### config.mk
export PLATFORM = sky130hd
export DESIGN_NAME = vga_sprite_table_engine
export DESIGN_NICKNAME = d
export VERILOG_FILES = /design/src/rtl/vga_sprite_table_engine.sv
export SDC_FILE = /design/constraint.sdc
export NUM_CORES = 1
export LEC_CHECK = 0
export BUFFER_PORTS_ARGS = -buffer_cell sky130_fd_sc_hd__buf_2
export CAP_MARGIN = 25
export CORE_UTILIZATION = 25
export CTS_CLUSTER_DIAMETER = 60
export CTS_CLUSTER_SIZE = 16
export DETAILED_ROUTE_END_ITERATION = 7
export GPL_ROUTABILITY_DRIVEN = 1
export SYNTH_ARGS = -nofsm -noshare
export SYNTH_HDL_FRONTEND = slang
export SYNTH_SLANG_ARGS = --single-unit
### constraint.sdc
create_clock -name pix_clk -period 10.9 [get_ports pix_clk]
set_input_delay 3.27 -clock pix_clk [delete_from_list [all_inputs] [get_ports pix_clk]]
set_output_delay 3.27 -clock pix_clk [all_outputs]
set_load 0.05 [all_outputs]
### src/rtl/vga_sprite_table_engine.sv
// Sprite renderer: loads a RAM-resident X/Y/enable table during vblank, then fetches sprite pixels.
// Optional SPRITE_HFLIP_EN: word 2i+1 bit14 mirrors that sprite horizontally.
module vga_sprite_table_engine #(
    parameter int unsigned NUM_SPRITES   = 4,
    parameter int unsigned ADDR_WIDTH    = 16,
    parameter logic [ADDR_WIDTH-1:0] POS_BASE = 16'h8000,
    parameter logic [ADDR_WIDTH-1:0] SPR_BASE = 16'h0000,
    parameter int unsigned SPR_STRIDE    = 1024,
    parameter int unsigned SPRITE_WIDTH  = 32,
    parameter int unsigned SPRITE_HEIGHT = 32,
    parameter int unsigned SCALE         = 3,
    parameter int unsigned V_ACTIVE      = 480,
    parameter logic [23:0] BG_RGB        = 24'h88CC88
) (
    input  logic                  pix_clk,
    input  logic                  reset,
    input  logic [9:0]            hcount,
    input  logic [9:0]            vcount,
    input  logic                  bright,
    output logic [ADDR_WIDTH-1:0] ram_addr,
    output logic                  ram_we,
    input  logic [15:0]           ram_q,
    output logic [7:0]            vga_r,
    output logic [7:0]            vga_g,
    output logic [7:0]            vga_b,
    output logic                  bright_out,
    output logic                  load_done,
    output logic                  collision
);

    localparam int unsigned NW = 2 * NUM_SPRITES;
    localparam int unsigned IW = $clog2(NW);
    localparam int unsigned SW = (NUM_SPRITES > 1) ? $clog2(NUM_SPRITES) : 1;
    localparam logic [10:0] SPAN_X = 11'(SPRITE_WIDTH * SCALE);
    localparam logic [10:0] SPAN_Y = 11'(SPRITE_HEIGHT * SCALE);

    typedef enum logic [1:0] {S_IDLE, S_ISSUE, S_CAPTURE, S_COMMIT} state_t;

    state_t          state_q, state_d;
    logic [IW-1:0]   idx_q, idx_d;
    logic            capture, commit, ld_addr_en, vblank_start, fetch_en;
    logic [ADDR_WIDTH-1:0] ld_addr;

    logic [9:0] sh_x_q [NUM_SPRITES];
    logic [9:0] sh_y_q [NUM_SPRITES];
    logic       sh_en_q [NUM_SPRITES];
    logic [9:0] act_x_q [NUM_SPRITES];
    logic [9:0] act_y_q [NUM_SPRITES];
    logic       act_en_q [NUM_SPRITES];
`ifdef SPRITE_HFLIP_EN
    logic       sh_fl_q [NUM_SPRITES];
    logic       act_fl_q [NUM_SPRITES];
`endif

    logic [NUM_SPRITES-1:0] hit;
    logic                   any_hit, multi_hit;
    logic [SW-1:0]          win;
    logic [9:0]             dx, dy, col, row;
    logic [ADDR_WIDTH-1:0]  fetch_addr, ram_addr_q, ram_addr_d;
    logic                   v1_q, v2_q, b1_q, b2_q, bright_out_q, load_done_q;
    logic                   col_flag_q, col_flag_d, collision_q, collision_d;
    logic [23:0]            rgb_q, rgb_d;

    assign vblank_start = (hcount == 10'd0) && (vcount == 10'(V_ACTIVE));
    assign fetch_en     = (state_q == S_IDLE) && !vblank_start;

    always_ff @(posedge pix_clk or posedge reset) begin
        if (reset) begin
            state_q <= S_IDLE;
            idx_q   <= '0;
        end else begin
            state_q <= state_d;
            idx_q   <= idx_d;
        end
    end

    // The address register is loaded on entry to ISSUE so the RAM sees it during ISSUE.
    always_comb begin
        state_d = state_q;
        idx_d   = idx_q;
        capture = 1'b0;
        commit  = 1'b0;
        case (state_q)
            S_IDLE: begin
                if (vblank_start) begin
                    state_d = S_ISSUE;
                    idx_d   = '0;
                end
            end
            S_ISSUE: state_d = S_CAPTURE;
            S_CAPTURE: begin
                capture = 1'b1;
                if (idx_q == IW'(NW - 1)) begin
                    state_d = S_COMMIT;
                end else begin
                    idx_d   = idx_q + 1'b1;
                    state_d = S_ISSUE;
                end
            end
            S_COMMIT: begin
                commit  = 1'b1;
                state_d = S_IDLE;
            end
            default: state_d = S_IDLE;
        endcase
        ld_addr_en = (state_d == S_ISSUE) || (state_d == S_CAPTURE);
        ld_addr    = POS_BASE + ADDR_WIDTH'(idx_d);
    end

    always_ff @(posedge pix_clk or posedge reset) begin
        if (reset) begin
            for (int i = 0; i < NUM_SPRITES; i++) begin
                sh_x_q[i]   <= '0;
                sh_y_q[i]   <= '0;
                sh_en_q[i]  <= 1'b0;
                act_x_q[i]  <= '0;
                act_y_q[i]  <= '0;
                act_en_q[i] <= 1'b0;
`ifdef SPRITE_HFLIP_EN
                sh_fl_q[i]  <= 1'b0;
                act_fl_q[i] <= 1'b0;
`endif
            end
        end else begin
            for (int i = 0; i < NUM_SPRITES; i++) begin
                if (capture && ((idx_q >> 1) == IW'(i))) begin
                    if (!idx_q[0]) begin
                        sh_x_q[i] <= ram_q[9:0];
                    end else begin
                        sh_y_q[i]  <= ram_q[9:0];
                        sh_en_q[i] <= ram_q[15];
`ifdef SPRITE_HFLIP_EN
                        sh_fl_q[i] <= ram_q[14];
`endif
                    end
                end
                if (commit) begin
                    act_x_q[i]  <= sh_x_q[i];
                    act_y_q[i]  <= sh_y_q[i];
                    act_en_q[i] <= sh_en_q[i];
`ifdef SPRITE_HFLIP_EN
                    act_fl_q[i] <= sh_fl_q[i];
`endif
                end
            end
        end
    end

    // 11-bit compares so sprites near the right/bottom edge clip instead of wrapping.
    always_comb begin
        hit       = '0;
        any_hit   = 1'b0;
        multi_hit = 1'b0;
        win       = '0;
        for (int i = NUM_SPRITES - 1; i >= 0; i--) begin
            hit[i] = fetch_en && bright && act_en_q[i]
                  && ({1'b0, hcount} >= {1'b0, act_x_q[i]})
                  && ({1'b0, hcount} <  ({1'b0, act_x_q[i]} + SPAN_X))
                  && ({1'b0, vcount} >= {1'b0, act_y_q[i]})
                  && ({1'b0, vcount} <  ({1'b0, act_y_q[i]} + SPAN_Y));
            if (hit[i]) begin
                multi_hit = multi_hit | any_hit;
                any_hit   = 1'b1;
                win       = SW'(i);
            end
        end
        dx  = hcount - act_x_q[win];
        dy  = vcount - act_y_q[win];
        col = dx / 10'(SCALE);
        row = dy / 10'(SCALE);
`ifdef SPRITE_HFLIP_EN
        if (act_fl_q[win]) col = 10'(SPRITE_WIDTH - 1) - col;
`endif
        fetch_addr = SPR_BASE + ADDR_WIDTH'(win * SPR_STRIDE)
                   + ADDR_WIDTH'(row * SPRITE_WIDTH) + ADDR_WIDTH'(col);
        ram_addr_d = ld_addr_en ? ld_addr : (any_hit ? fetch_addr : '0);
    end

    always_comb begin
        rgb_d = BG_RGB;
        if (!b2_q) begin
            rgb_d = '0;
        end else if (v2_q && ram_q[15]) begin
            rgb_d = {ram_q[14:10], ram_q[14:12], ram_q[9:5], ram_q[9:7], ram_q[4:0], ram_q[4:2]};
        end
        col_flag_d  = vblank_start ? 1'b0 : (col_flag_q | multi_hit);
        collision_d = vblank_start ? col_flag_q : collision_q;
    end

    always_ff @(posedge pix_clk or posedge reset) begin
        if (reset) begin
            ram_addr_q   <= '0;
            v1_q         <= 1'b0;
            v2_q         <= 1'b0;
            b1_q         <= 1'b0;
            b2_q         <= 1'b0;
            rgb_q        <= '0;
            bright_out_q <= 1'b0;
            load_done_q  <= 1'b0;
            col_flag_q   <= 1'b0;
            collision_q  <= 1'b0;
        end else begin
            ram_addr_q   <= ram_addr_d;
            v1_q         <= any_hit;
            v2_q         <= v1_q;
            b1_q         <= bright;
            b2_q         <= b1_q;
            rgb_q        <= rgb_d;
            bright_out_q <= b2_q;
            load_done_q  <= commit;
            col_flag_q   <= col_flag_d;
            collision_q  <= collision_d;
        end
    end

    assign ram_addr   = ram_addr_q;
    assign ram_we     = 1'b0;
    assign vga_r      = rgb_q[23:16];
    assign vga_g      = rgb_q[15:8];
    assign vga_b      = rgb_q[7:0];
    assign bright_out = bright_out_q;
    assign load_done  = load_done_q;
    assign collision  = collision_q;

endmodule

==> impl_metrics.ini <==
[cts]
cts_inserted_buffers = 26
tritoncts = yes
ctsHoldBuffers = 0
tritoncts_num_sinks = 215
clock_edge_transition_at_the_registers_on_the_reported_setup_and_hold_paths_ps = 60
insertion_delay_ps = 580
clock_tree.root_cell = sky130_fd_sc_hd__clkbuf_16
htreeDepth = 1
clk_path_buf_depth = 3

[floorplanning]
floorplan.initialDensity_pct = 25.5
die_area_um2 = 61400
core_region_area_um2 = 59400
std_cell_rows = 89
design.portCount = 83
die_h_um = 248
dieWidth_um = 248

[status]
outcome = finished clean

[place]
placement.cell_area_um2 = 18200
gp_congestion = 0.907
place.detailed.hpwl_um = 38600
dp_worst_setup_slack_ps = -574
port_buffers = 81

[yosys]
yosys.cell_types.count = 101
postSynth.asyncResetShare_pct = 100
synth_warnings = 0
mappedNetlistArea_um2 = 15100
synth_seq_cells = 215
synthesized_instance_count = 1620
syn_avg_cell_area_um2 = 9.33
seq_area_frac_synth_pct = 35.6
synth_flop_cell = sky130_fd_sc_hd__dfrtp_1
synth_enable_flop_cells = 0

[worst_setup_path]
cp_max_fo = 7
crit_path_start_kind = input port
cpMaxStageDelayCell = sky130_fd_sc_hd__or4_4
worst_ep_required_time_ps = 11340
endpoint_kind = register
max_stage_delay_on_crit_path_ps = 520
arrival_ps = 11130
critPathKind = in2reg
crit_top_cell = sky130_fd_sc_hd__buf_4

[grt]
first_pass_grt_wire_length_um = 77200
grt_max_degree = 78
grt_overflow_total = 0
antenna_found_initial = 2
via_count_of_the_first_global_routing_pass = 13450
globalRouteTotalUtil_pct = 16.1

[sta]
timing.final.crit_share_pct = 98.0
finalHoldViolCount = 0
clock-skew-final_ps = 26.4
timing.fmax_mhz = 93.6
final_period_minus_worst_setup_slack_ps = 10680
slew_headroom_pct = 35.2
finalSetupViolations = 0
max_slew.worst_pin.slew_ps = 970
worst_slack_ps = 215
finalHoldWorstSlack_ps = 348
timing.final.max_slew_violations = 0

[drt]
avgViaCountPerCell = 5.06
totalWireLength_um = 50400
drcViolationCount = 0
routed_wire_length_per_instance_um = 18.5
initialDrtViolationCount = 921
via_count = 13804
ant_nets = 0
drtPass1Iterations = 5

[power_and_ir_drop]
design_power_total_mw = 7.08
leakage_power_nw = 8.78
largest_vdd_supply_drop_v = 0.000279
power-per-cell-area_nw_per_um2 = 356

[cells_and_area]
num-fill-cells = 5968
most-common-layout-cells = 251 x sky130_fd_sc_hd__buf_4, 215 x sky130_fd_sc_hd__dfrtp_1, 189 x sky130_fd_sc_hd__nand2_1
final_design_area_no_fill_um2 = 19900
final_nets = 2133
layout_commonest_cell = sky130_fd_sc_hd__buf_4
synthToLayoutAreaGrowth_pct = 31.5
drive_above_1_share_pct = 31.7

[job]
max-cap-violations = 0

[min_path]
worstHoldPathType = reg2reg
[where the power goes]
part / switching [mW] / internal, mW
registers: 0.191 / 0.999
clock network: 0.414 / 0.510
logic: 2.59 / 2.37
[cells in the mapped netlist, drive strengths merged (6+ instances only)]
master   instances  area share, %
a21oi           89            3.0
or3              7           0.29
a22oi            6           0.30
buf             15           0.68
xor2            16           0.93
o22ai            7           0.33
a211oi          20            1.0
nand4           15           0.66
o2111ai         16            1.0
nor2            81            2.1
a31oi           10           0.41
nand2          192            4.8
o211ai          12           0.66
mux2           100            7.5
dfrtp          215             36
a221oi          17           0.99
xnor2           34            2.0
and2            23           0.95
mux2i           13           0.86
or2              7           0.29
a21o            29            1.4
nor2b           13           0.54
clkbuf          40           0.99
nand2b          16           0.66
o31ai            7           0.35
ha             155             13
a2111oi          9           0.90
o21ai          149            5.1
inv            102            2.5
nor4            13           0.64
nand3           31            1.1
nor3            43            1.4
o21a            20            1.0
[path summary, 6_finish.rpt]
kind,from,end,slack [ps],cells past startpoint
worst min register to register,b1_q$_DFF_PP0_,b2_q$_DFF_PP0_,350,0
worst min-delay path,b1_q$_DFF_PP0_,b2_q$_DFF_PP0_,350,0
min in group asynchronous,reset,rgb_q[21]$_DFF_PP0_,2760,2
max in group asynchronous,reset,act_y_q[29]$_DFFE_PP0P_,6820,3
worst max register to register,act_y_q[5]$_DFFE_PP0P_,ram_addr[13]$_DFF_PP0_,2140,46
worst max-delay path,vcount[3],ram_addr[13]$_DFF_PP0_,220,43
[flip-flops by register name, indices dropped and copies added (netlist names), 2 cells and up]
name / flops
ram_addr: 16
sh_en_q: 4
act_x_q: 40
idx_q: 3
sh_y_q: 40
rgb_q: 18
sh_x_q: 40
state_q: 2
act_en_q: 4
act_y_q: 40
[through the flow]
step	util, %	setup TNS, ps	std cells
after global routing	33.5	-221	2728
after global placement	30.6	-1460	2661
final	33.5	0	2729
after detailed placement	30.6	-2700	2662
after CTS	32.2	0	2708
after floorplan	-	0	1621
[kinds of logic after synthesis]
group                    count (synthesis)  share of synthesized area, %
AO/OA/AOI/OAI                          456                          20.7
multiplexers                           113                          8.31
other                                    1                        0.0248
flip-flops                             215                          35.6
buffers and inverters                  157                          4.21
XOR/XNOR                                50                          2.90
AND/OR/NAND/NOR                        468                          14.9
adder cells (fa/ha/maj)                160                          13.4
[routing by layer]
metal / GRT usage (%) / share of wire [%] / vias to the layer above
li1: - / - / 6578
met1: 21.6 / 45 / 6829
met2: 27.1 / 48 / 328
met3: 1.96 / 4.8 / 69
met4: 3.99 / 2.4 / 0
met5: 0 / 0 / -
[cell type report]
class / count / area [um2] / area share, %
diodes: 2 / 5.00 / 0.0252
clock inverters: 19 / 280 / 1.41
flip-flops and latches: 215 / 5380 / 27.1
repair buffers: 342 / 2490 / 12.5
multi-input cells: 1249 / 9700 / 48.8
well taps: 773 / 967 / 4.87
clock buffers: 27 / 654 / 3.29
inverters: 102 / 392 / 1.97
[critical path: cells and delay by family]
kind,cells,cell delay (ps)
adders and majority gates,5,1230
buffers and inverters,8,1160
muxes,1,340
and+or+nand+nor,12,2310
AOI/OAI and AO/OA,17,2830
[repair_timing]
action                                 CTS  global route
setup endpoints to repair                0             9
resized for setup                        0           116
setup buffers                            0            18
endpoints found under the hold margin    0             0
No activity file was read; power rests on OpenSTA's default activity.
